`config.mk`:
```
export PLATFORM = sky130hd
export DESIGN_NAME = bip_dump_scheduler_flat
export DESIGN_NICKNAME = d
export VERILOG_FILES = /design/src/rtl/bip_dump_if.sv /design/src/rtl/bip_dump_scheduler.sv /design/src/flat_wrapper.sv
export SDC_FILE = /design/constraint.sdc
export NUM_CORES = 1
export LEC_CHECK = 0
export CAP_MARGIN = 15
export CELL_PAD_IN_SITES_DETAIL_PLACEMENT = 0
export CELL_PAD_IN_SITES_GLOBAL_PLACEMENT = 2
export CORE_MARGIN = 3
export CORE_UTILIZATION = 30
export DETAILED_ROUTE_END_ITERATION = 8
export GPL_TIMING_DRIVEN = 0
export PLACE_DENSITY_LB_ADDON = 0.1
export SLEW_MARGIN = 20
export SYNTH_ARGS = -nofsm -noshare
export SYNTH_HDL_FRONTEND = slang
export SYNTH_SLANG_ARGS = --single-unit
```
`constraint.sdc`:
```
create_clock -name clk -period 4.3 [get_ports clk]
set_input_delay 0.43 -clock clk [delete_from_list [all_inputs] [get_ports clk]]
set_output_delay 0.43 -clock clk [all_outputs]
set_load 0.01 [all_outputs]
```
`src/rtl/bip_dump_if.sv`:
```
// bip_dump_if: handshake/bus bundle between the dump scheduler, the core snapshot, the data RAM and the serial Interface
// Ports: start/pc/acc/cycles carry the request and the core state; mem_addr/mem_rdata form the RAM read port;
//        data_out/wr/tx_done handle the word transfer to the Interface; busy/done report dump status.
interface bip_dump_if #(
    parameter int DATA_W = 16,
    parameter int ADDR_W = 11
);
    logic              start;
    logic [ADDR_W-1:0] pc;
    logic [DATA_W-1:0] acc;
    logic [DATA_W-1:0] cycles;
    logic [DATA_W-1:0] mem_rdata;
    logic              tx_done;
    logic [ADDR_W-1:0] mem_addr;
    logic [DATA_W-1:0] data_out;
    logic              wr;
    logic              busy;
    logic              done;
    modport master (
        output start, pc, acc, cycles, mem_rdata, tx_done,
        input  mem_addr, data_out, wr, busy, done
    );
    modport slave (
        input  start, pc, acc, cycles, mem_rdata, tx_done,
        output mem_addr, data_out, wr, busy, done
    );
endinterface

```
`src/rtl/bip_dump_scheduler.sv`:
```
// bip_dump_scheduler: sequences a debug dump (header, PC/ACC/CYCLES snapshot, N_MEM RAM words) to the serial Interface
// Ports: clk, reset (sync, active-high); bus (slave side of bip_dump_if): start/pc/acc/cycles in,
//        mem_addr out / mem_rdata in, data_out/wr out with tx_done in, busy/done out.
module bip_dump_scheduler #(
    parameter int              DATA_W = 16,
    parameter int              ADDR_W = 11,
    parameter int              N_MEM  = 16,
    parameter logic [DATA_W-1:0] HEADER = 16'hA55A
) (
    input logic       clk,
    input logic       reset,
    bip_dump_if.slave bus
);
    localparam int LAST  = N_MEM + 3;
    localparam int IDX_W = $clog2(LAST + 1);
    typedef enum logic [2:0] {S_IDLE, S_LOAD, S_SEND, S_WAIT, S_FIN} state_t;
    state_t            state;
    logic [IDX_W-1:0]  idx;
    logic              rd_wait;
    logic [ADDR_W-1:0] pc_s;
    logic [DATA_W-1:0] acc_s;
    logic [DATA_W-1:0] cyc_s;
    logic [ADDR_W-1:0] mem_addr;
    logic [DATA_W-1:0] data_out;
    logic [DATA_W-1:0] reg_word;
    logic              wr;
    logic              busy;
    logic              done;
    logic              is_mem;
    assign is_mem = idx >= IDX_W'(4);
    always_comb reg_word = idx == '0          ? HEADER :
                           idx == IDX_W'(1)   ? DATA_W'(pc_s) :
                           idx == IDX_W'(2)   ? acc_s : cyc_s;
    always_ff @(posedge clk) begin
        if (reset) begin
            state    <= S_IDLE;
            idx      <= '0;
            rd_wait  <= 1'b0;
            pc_s     <= '0;
            acc_s    <= '0;
            cyc_s    <= '0;
            mem_addr <= '0;
            data_out <= '0;
            wr       <= 1'b0;
            busy     <= 1'b0;
            done     <= 1'b0;
        end else begin
            wr   <= 1'b0;
            done <= 1'b0;
            case (state)
                S_IDLE: if (bus.start) begin
                    pc_s     <= bus.pc;
                    acc_s    <= bus.acc;
                    cyc_s    <= bus.cycles;
                    idx      <= '0;
                    mem_addr <= '0;
                    rd_wait  <= 1'b0;
                    busy     <= 1'b1;
                    state    <= S_LOAD;
                end
                // RAM words spend one extra LOAD cycle so mem_rdata reflects the address set on entry
                S_LOAD: if (is_mem && !rd_wait) begin
                    rd_wait <= 1'b1;
                end else begin
                    data_out <= is_mem ? bus.mem_rdata : reg_word;
                    wr       <= 1'b1;
                    rd_wait  <= 1'b0;
                    state    <= S_SEND;
                end
                S_SEND: state <= S_WAIT;
                S_WAIT: if (bus.tx_done) begin
                    if (idx == IDX_W'(LAST)) begin
                        busy  <= 1'b0;
                        done  <= 1'b1;
                        state <= S_FIN;
                    end else begin
                        idx <= idx + 1'b1;
                        // next word idx+1 maps to RAM address idx-3 once past the snapshot words
                        if (idx >= IDX_W'(3)) mem_addr <= ADDR_W'(idx - IDX_W'(3));
                        state <= S_LOAD;
                    end
                end
                S_FIN:   state <= S_IDLE;
                default: state <= S_IDLE;
            endcase
        end
    end
    assign bus.mem_addr = mem_addr;
    assign bus.data_out = data_out;
    assign bus.wr       = wr;
    assign bus.busy     = busy;
    assign bus.done     = done;
endmodule

```
`src/flat_wrapper.sv`:
```
// flat-port wrapper written by rule: the top's interface ports become plain ports
module bip_dump_scheduler_flat 
#(
    parameter int              DATA_W = 16,
    parameter int              ADDR_W = 11,
    parameter int              N_MEM  = 16,
    parameter logic [DATA_W-1:0] HEADER = 16'hA55A
)
  (clk, reset, bus_start, bus_pc, bus_acc, bus_cycles, bus_mem_rdata, bus_tx_done, bus_mem_addr, bus_data_out, bus_wr, bus_busy, bus_done);
  bip_dump_if #(.DATA_W(DATA_W), .ADDR_W(ADDR_W)) bus_i ();
  input logic clk;
  input logic reset;
  input wire logic [$bits(bus_i.start)-1:0] bus_start;
  input wire logic [$bits(bus_i.pc)-1:0] bus_pc;
  input wire logic [$bits(bus_i.acc)-1:0] bus_acc;
  input wire logic [$bits(bus_i.cycles)-1:0] bus_cycles;
  input wire logic [$bits(bus_i.mem_rdata)-1:0] bus_mem_rdata;
  input wire logic [$bits(bus_i.tx_done)-1:0] bus_tx_done;
  output wire logic [$bits(bus_i.mem_addr)-1:0] bus_mem_addr;
  output wire logic [$bits(bus_i.data_out)-1:0] bus_data_out;
  output wire logic [$bits(bus_i.wr)-1:0] bus_wr;
  output wire logic [$bits(bus_i.busy)-1:0] bus_busy;
  output wire logic [$bits(bus_i.done)-1:0] bus_done;
  assign bus_i.start = bus_start;
  assign bus_i.pc = bus_pc;
  assign bus_i.acc = bus_acc;
  assign bus_i.cycles = bus_cycles;
  assign bus_i.mem_rdata = bus_mem_rdata;
  assign bus_i.tx_done = bus_tx_done;
  assign bus_mem_addr = bus_i.mem_addr;
  assign bus_data_out = bus_i.data_out;
  assign bus_wr = bus_i.wr;
  assign bus_busy = bus_i.busy;
  assign bus_done = bus_i.done;
  bip_dump_scheduler #(.DATA_W(DATA_W), .ADDR_W(ADDR_W), .N_MEM(N_MEM), .HEADER(HEADER)) u_core (.clk(clk), .reset(reset), .bus(bus_i));
endmodule
```
==> summary.md, run 1 <==
| Metric | Value |
|---|---|
| Top post-synthesis cells by area | `dfxtp_1, nand2_1, a21oi_1` |
| Crit-path slowest cell | `a2111oi_0` |
| Row cnt | `38` |
| Avg WL per Cell | `16.73 µm` |
| Area occupied by multi-input gates | `1768 µm²` |
| Htree depth | `3` |
| Hold Path Class | `flop to flop` |
| Post-CTS resize count | `0` |
| Psw | `537.4 µW` |
| Critical R2R Capture | `u_core.bus.data_out[2]` |
| Top cell type's share of synthesized area | `0.4400` |
| HPWL Detailed | `8274 µm` |
| # hold bufs at CTS | `0` |
| Register area | `1541 µm²` |
| Die height | `114.1 µm` |
| Vias | `3,170` |
| R2R Setup Slk | `1.84 ns` |
| DRT Wirelength | `10,980 µm` |
| Fmax | `0.4065 GHz` |
| Main synth FF type | `dfxtp_1` |
| Total grt overflow | `0` |
| Share of power burned in registers | `0.423` |
| Critical path capture point type | `flop` |
| CTS Buf Count | `9` |
| Seq/Total Area, Yosys | `0.4400` |
| Share of power burned in the clock network | `0.372` |
| Min Tclk post-route | `2.460 ns` |
| Share of cells above drive strength 1 | `0.1298` |
| Vias in the first global route | `3,223` |
| PortBufs | `92` |
| Max-cap violations | `0` |
| Initial antenna violation count | `0` |
| Synth-to-Final Area Change | `39.32%` |
| Final Util | `0.4387` |
| Gpl congestion | `0.7782` |
| Sw Ratio | `0.2747` |
| Cell taking the most area after synthesis | `dfxtp_1` |
| Hold Vio Cnt, Final | `0` |
| Skew-Pair Late Insertion Delay | `0.33 ns` |
| Critical path launch point | `u_core.idx[0]` |
| P_int | `1.419 mW` |
| DP Area | `4599 µm²` |
| Synth warnings | `0` |
| End of the critical path | `u_core.bus.data_out[2]` |
| Setup WS post-layout | `1.840 ns` |
| Worst setup SP type | `flop` |
| Setup tns final | `0 ns` |
| Clock Path Buffers | `2` |
| Critical Path Stages | `7` |
| Crit path arrival time | `2.65 ns` |
| R2R depth | `7` |
| Hold wc startpoint | `u_core.cyc_s[6]` |
| Crit path kind | `flop to flop` |
| Post-Syn Nets | `476` |
| WP buf/inv | `3` |
| Synth cell count leaders | `nand2_1, dfxtp_1, a21oi_1` |
| EDFF count, synth | `0` |
| RSZ-0062 raised after global routing | `no` |
| Register clock-pin slew on the reported worst setup and hold paths | `0.06 ns` |
| RR Startpoint | `u_core.idx[0]` |
| Core area | `11,130 µm²` |
| Layout Nets | `579` |
| Leakage | `1.778 nW` |
| Crit Path Max Fanout | `10` |
| Comb pwr share | `0.205` |
| Vias per cell | `4.832` |
| Outcome | `completed` |
| Clk sink count | `77` |
| Width of the die | `114.1 µm` |
| Final setup violation count | `0` |
| Fillcell total | `1,156` |
| Slew HR | `0.5207` |
| Max VDD drop | `0.2076 mV` |
| Post-CTS Setup Bufs | `0` |
| Cells after Synth | `409` |
| Io pins | `93` |
| DRT antenna net count | `0` |
| Setup WS pre-CTS | `1.738 ns` |
| Root buffer cell | `clkbuf_16` |
| Drt first pass iters | `4` |
| Global-route wire length before repair | `17,280 µm` |
| Avg Synthesized Cell Area | `8.566 µm²` |
| Slew Viols, Final | `0` |
| Final non-filler cell area | `4881 µm²` |
| CP peak stage delay | `0.43 ns` |
| CP Cell Sequence | `inv_1 -> ha_1 -> clkbuf_1 -> buf_2 -> mux2_2 -> a2111oi_0 -> nor3_1` |
| Initial cell density of the core | `0.3149` |
| Async SR Flop Fraction | `0` |
| Count of different cell masters after synthesis | `50` |
| Die Area | `13,010 µm²` |
| CP Data Required Time | `4.49 ns` |
| Area of the mapped netlist | `3503 µm²` |
| CP top delay family | `buffers and inverters` |
| Worst Clk Skew | `0.009542 ns` |
| Power density over the cells | `400.8 nW/µm²` |
| Remaining DRCs | `0` |
| Largest net degree at the start of global routing | `13` |
| Worst-margin pin slew | `0.7089 ns` |
| Final Cycle Share | `0.5721` |
| TritonCTS clock tree | `built` |
| Starting DRT DRC Count | `234` |
| All-layer global routing usage | `0.1727` |
| Register bit total from synthesis | `77` |
| Most frequent cell after synthesis | `nand2_1` |
| N_diodes | `0` |
## cells in the final DEF (no fill, tap or decap), types with 5 or more instances in the layout
cell type        count
a21oi_1             57
buf_2               14
buf_4                6
clkbuf_1            18
clkbuf_16            9
clkdlybuf4s50_1     92
dfxtp_1             77
mux2_2              19
nand2_1             99
nor2_1              19
nor3_1              13
nor4_1               5
o21ai_0              7
o221ai_1             6
## routing by layer
layer  GRT usage  routed length [µm]  vias to the layer above
met5           0                   0                        -
li1            -                   -                     1627
met2      0.2588                4793                       92
met4     0.05622                  97                        0
met1      0.2538                5467                     1445
met3     0.02696                 620                        6
## power by group through the flow
stage | clock network [mW] | registers, mW | logic, mW
2_1_floorplan | 0 | 0.840 | 0.211
3_3_place_gp | 0 | 0.840 | 0.402
3_5_place_dp | 0 | 0.843 | 0.404
4_1_cts | 0.747 | 0.827 | 0.407
5_1_grt | 0.773 | 0.834 | 0.447
6_report | 0.727 | 0.827 | 0.402
## cell families (layout without fill, tap and decap cells)
| kind of cell | after synthesis | after routing | share of synthesized area |
|---|---|---|---|
| flops | 77 | 77 | 0.4400 |
| xor+xnor | 5 | 5 | 0.01250 |
| simple gates | 160 | 160 | 0.2189 |
| compound gates | 100 | 100 | 0.1893 |
| buf+inv | 41 | 148 | 0.05536 |
| fa+ha+maj | 4 | 4 | 0.01429 |
| mux | 22 | 22 | 0.06964 |
## state kept, by name, summed over array words and instances, names as in the netlist
| register | cells |
|---|---|
| u_core.acc_s | 16 |
| u_core.bus.data_out | 16 |
| u_core.pc_s | 11 |
| u_core.bus.mem_addr | 6 |
| u_core.rd_wait | 1 |
| u_core.state | 3 |
| u_core.bus.busy | 1 |
| u_core.cyc_s | 16 |
| u_core.bus.done | 1 |
| u_core.idx | 5 |
| u_core.bus.wr | 1 |
## worst min-delay path by stage
| stage | endpoint | slack (ns) | cells after the start |
|---|---|---|---|
| finish | u_core.cyc_s[6] | 0.45 | 2 |
| global route | u_core.cyc_s[10] | 0.47 | 2 |
| CTS | u_core.cyc_s[10] | 0.45 | 2 |
| detailed placement | u_core.cyc_s[10] | 0.44 | 2 |
| global placement | u_core.cyc_s[11] | 0.44 | 2 |
| floorplan | u_core.pc_s[0] | 0.43 | 2 |
## area by class of cell
cell class,count,area share
buffer,37,0.03666
clock buffer,10,0.04691
clock inverter,5,0.01077
inverter,4,0.003076
multi-input combinational,291,0.3622
sequential,77,0.3158
tap,140,0.03589
timing repair buffer,92,0.1887
## worst min-delay path, stage by stage, from the launching register on
cell,delay [ns]
dfxtp_1,0.30
nand2_1,0.05
a21oi_1,0.05
## through the flow
step | hold slack [ns] | std cells | total power, mW
6_report | 0.4511 | 656 | 1.956
5_1_grt | 0.4690 | 656 | 2.055
4_1_cts | 0.4521 | 656 | 1.982
3_5_place_dp | 0.4444 | 641 | 1.247
3_3_place_gp | 0.4390 | 641 | 1.242
2_1_floorplan | 0.4323 | 409 | 1.050
Note: power is estimated with default switching activity, not from simulation.
==> run 2: changes to the inputs <==
--- a/config.mk
+++ b/config.mk
@@ -9,7 +9,7 @@
 export CELL_PAD_IN_SITES_DETAIL_PLACEMENT = 0
 export CELL_PAD_IN_SITES_GLOBAL_PLACEMENT = 2
 export CORE_MARGIN = 3
-export CORE_UTILIZATION = 30
+export CORE_UTILIZATION = 28
 export DETAILED_ROUTE_END_ITERATION = 8
 export GPL_TIMING_DRIVEN = 0
 export PLACE_DENSITY_LB_ADDON = 0.1
==> constraint.sdc (replaced) <==
create_clock -name clk -period 2.4 [get_ports clk]
set_input_delay 0.24 -clock clk [delete_from_list [all_inputs] [get_ports clk]]
set_output_delay 0.24 -clock clk [all_outputs]
set_load 0.01 [all_outputs]
==> summary.md, run 2 (same netlist as run 1, synthesis figures left out) <==
| Metric | Value |
|---|---|
| Avg WL per Cell | `16.55 µm` |
| Fillcell total | `1,300` |
| R2R depth | `6` |
| Hold wc startpoint | `u_core.pc_s[1]` |
| CP Cell Sequence | `inv_1 -> ha_2 -> clkbuf_4 -> mux2_2 -> a2111oi_1 -> nor3_1` |
| Crit path kind | `flop to flop` |
| Worst-margin pin slew | `0.7004 ns` |
| Met3 Usage GRT | `0.03988` |
| PortBufs | `92` |
| CP peak stage delay | `0.43 ns` |
| Vias | `3,217` |
| Clock Path Buffers | `2` |
| Critical path capture point type | `flop` |
| Setup tns final | `0 ns` |
| Register clock-pin slew on the reported worst setup and hold paths | `0.06 ns` |
| Slew Viols, Final | `0` |
| Tot Pwr | `3.704 mW` |
| Starting DRT DRC Count | `141` |
| P_int | `2.687 mW` |
| TritonCTS clock tree | `built` |
| Drt first pass iters | `4` |
| Vias in the first global route | `3,283` |
| Setup WS pre-CTS | `-0.1882 ns` |
| Share of power burned in the clock network | `0.405` |
| Clk sink count | `77` |
| Die Area | `13,890 µm²` |
| GRT met1 Usage | `0.2353` |
| Synth-to-Final Area Change | `41.68%` |
| Share of cells above drive strength 1 | `0.1357` |
| Share of power burned in registers | `0.399` |
| Layout Nets | `578` |
| Largest net degree at the start of global routing | `14` |
| RSZ-0062 raised after global routing | `no` |
| Critical path launch point | `u_core.idx[0]` |
| Grt peak-use layer | `met2` |
| Hold Vio Cnt, Final | `0` |
| Final setup violation count | `0` |
| Crit path arrival time | `2.46 ns` |
| Commonest cells after routing, fill and taps aside | `nand2_1, clkdlybuf4s50_1, dfxtp_1, a21oi_1` |
| Initial cell density of the core | `0.2893` |
| Max-cap violations | `0` |
| RR Startpoint | `u_core.idx[0]` |
| Power density over the cells | `746.3 nW/µm²` |
| Max VDD drop | `0.2640 mV` |
| Global-route wire length before repair | `18,220 µm` |
| Vias per cell | `4.703` |
| Psw | `1.017 mW` |
| Core area | `12,110 µm²` |
| Setup WS post-layout | `0.1407 ns` |
| Commonest non-fill, non-tap cell in the layout | `nand2_1` |
| CP Data Required Time | `2.60 ns` |
| Fin Hold WS | `0.4525 ns` |
| Top flop regs | `u_core.acc_s x16, u_core.bus.data_out x16, u_core.cyc_s x16` |
| Root buffer cell | `clkbuf_16` |
| Outcome | `completed` |
| Comb pwr share | `0.196` |
| Crit-path slowest cell | `a2111oi_1` |
| Slew HR | `0.5271` |
| Min Tclk post-route | `2.259 ns` |
| Final non-filler cell area | `4964 µm²` |
| CTS Buf Count | `9` |
| # hold bufs at CTS | `0` |
| Leakage | `1.795 nW` |
| Io pins | `93` |
| Final Cycle Share | `0.9414` |
| Sw Ratio | `0.2746` |
| Htree depth | `3` |
| Skew-Pair Late Insertion Delay | `0.34 ns` |
| Total grt overflow | `0` |
| Width of the die | `117.9 µm` |
| Routing usage on met2 | `0.2537` |
| Post-CTS Setup Bufs | `0` |
| Worst hold stages | `2` |
| All-layer global routing usage | `0.1679` |
| Crit Path Max Fanout | `10` |
| Fmax | `0.4426 GHz` |
| Worst setup SP type | `flop` |
| Hold Path Class | `flop to flop` |
| Row cnt | `40` |
| Worst Clk Skew | `0.005667 ns` |
| DRT antenna net count | `0` |
| N_diodes | `0` |
| Die height | `117.9 µm` |
| Remaining DRCs | `0` |
| HPWL Detailed | `8470 µm` |
| DP Area | `4634 µm²` |
| Initial antenna violation count | `0` |
| DRT Wirelength | `11,320 µm` |
| Gpl congestion | `0.7912` |
## run 2: worst max-delay path: cells and delay by family (launching register included)
kind                       cells  cell delay (ns)
AOI/OAI and AO/OA              1             0.43
adders and majority gates      1             0.36
buffers and inverters          2             0.49
DFF                            1             0.36
muxes                          1             0.39
and+or+nand+nor                1             0.10
## run 2: final timing paths
kind                       endpoint  slack [ns]
max          u_core.bus.data_out[0]        0.14
min                  u_core.pc_s[1]        0.45
max reg2reg  u_core.bus.data_out[0]        0.14
min reg2reg          u_core.pc_s[1]        0.45
## run 2: metal layers
layer	vias up	wire (µm)
met1	1490	5722
li1	1633	-
met3	16	492
met4	0	170
met5	-	0
met2	78	4932
## run 2: per-stage QoR
| step | util | std cells |
|---|---|---|
| after floorplan | - | 409 |
| after global placement | 0.3826 | 669 |
| after detailed placement | 0.3826 | 669 |
| after CTS | 0.4094 | 684 |
| after global routing | 0.4098 | 684 |
| final | 0.4098 | 684 |
## run 2: layout make-up
class                           count  area, µm²  share of cell area
Inverter                            4      15.01            0.003025
Timing Repair Buffer               92      920.9              0.1855
Sequential cell                    77       1541              0.3106
Multi-Input combinational cell    291       1773              0.3572
Buffer                             36      177.7             0.03580
Tap cell                          168      210.2             0.04235
Clock inverter                      6      86.33             0.01739
Clock buffer                       10      239.0             0.04815
## run 2: power by group through the flow
stage          clock [mW]  sequential (mW)  combinational, mW
6_report             1.50             1.48              0.725
3_5_place_dp            0             1.51              0.732
3_3_place_gp            0             1.50              0.729
2_1_floorplan           0             1.50              0.377
4_1_cts              1.53             1.48              0.735
5_1_grt              1.58             1.49              0.808
## run 2: timing repair
action	4_1_cts	5_1_grt
setup endpoints to repair	7	4
resized for setup	1	3
pin swaps	0	0
gates cloned	0	0
==> run 3: changes to the inputs <==
--- a/config.mk
+++ b/config.mk
@@ -5,7 +5,7 @@
 export SDC_FILE = /design/constraint.sdc
 export NUM_CORES = 1
 export LEC_CHECK = 0
-export CAP_MARGIN = 15
+export CAP_MARGIN = 10
 export CELL_PAD_IN_SITES_DETAIL_PLACEMENT = 0
 export CELL_PAD_IN_SITES_GLOBAL_PLACEMENT = 2
 export CORE_MARGIN = 3
==> results of run 3 <==
No change in the layout: final DEF, timing and power equal those of run 2.
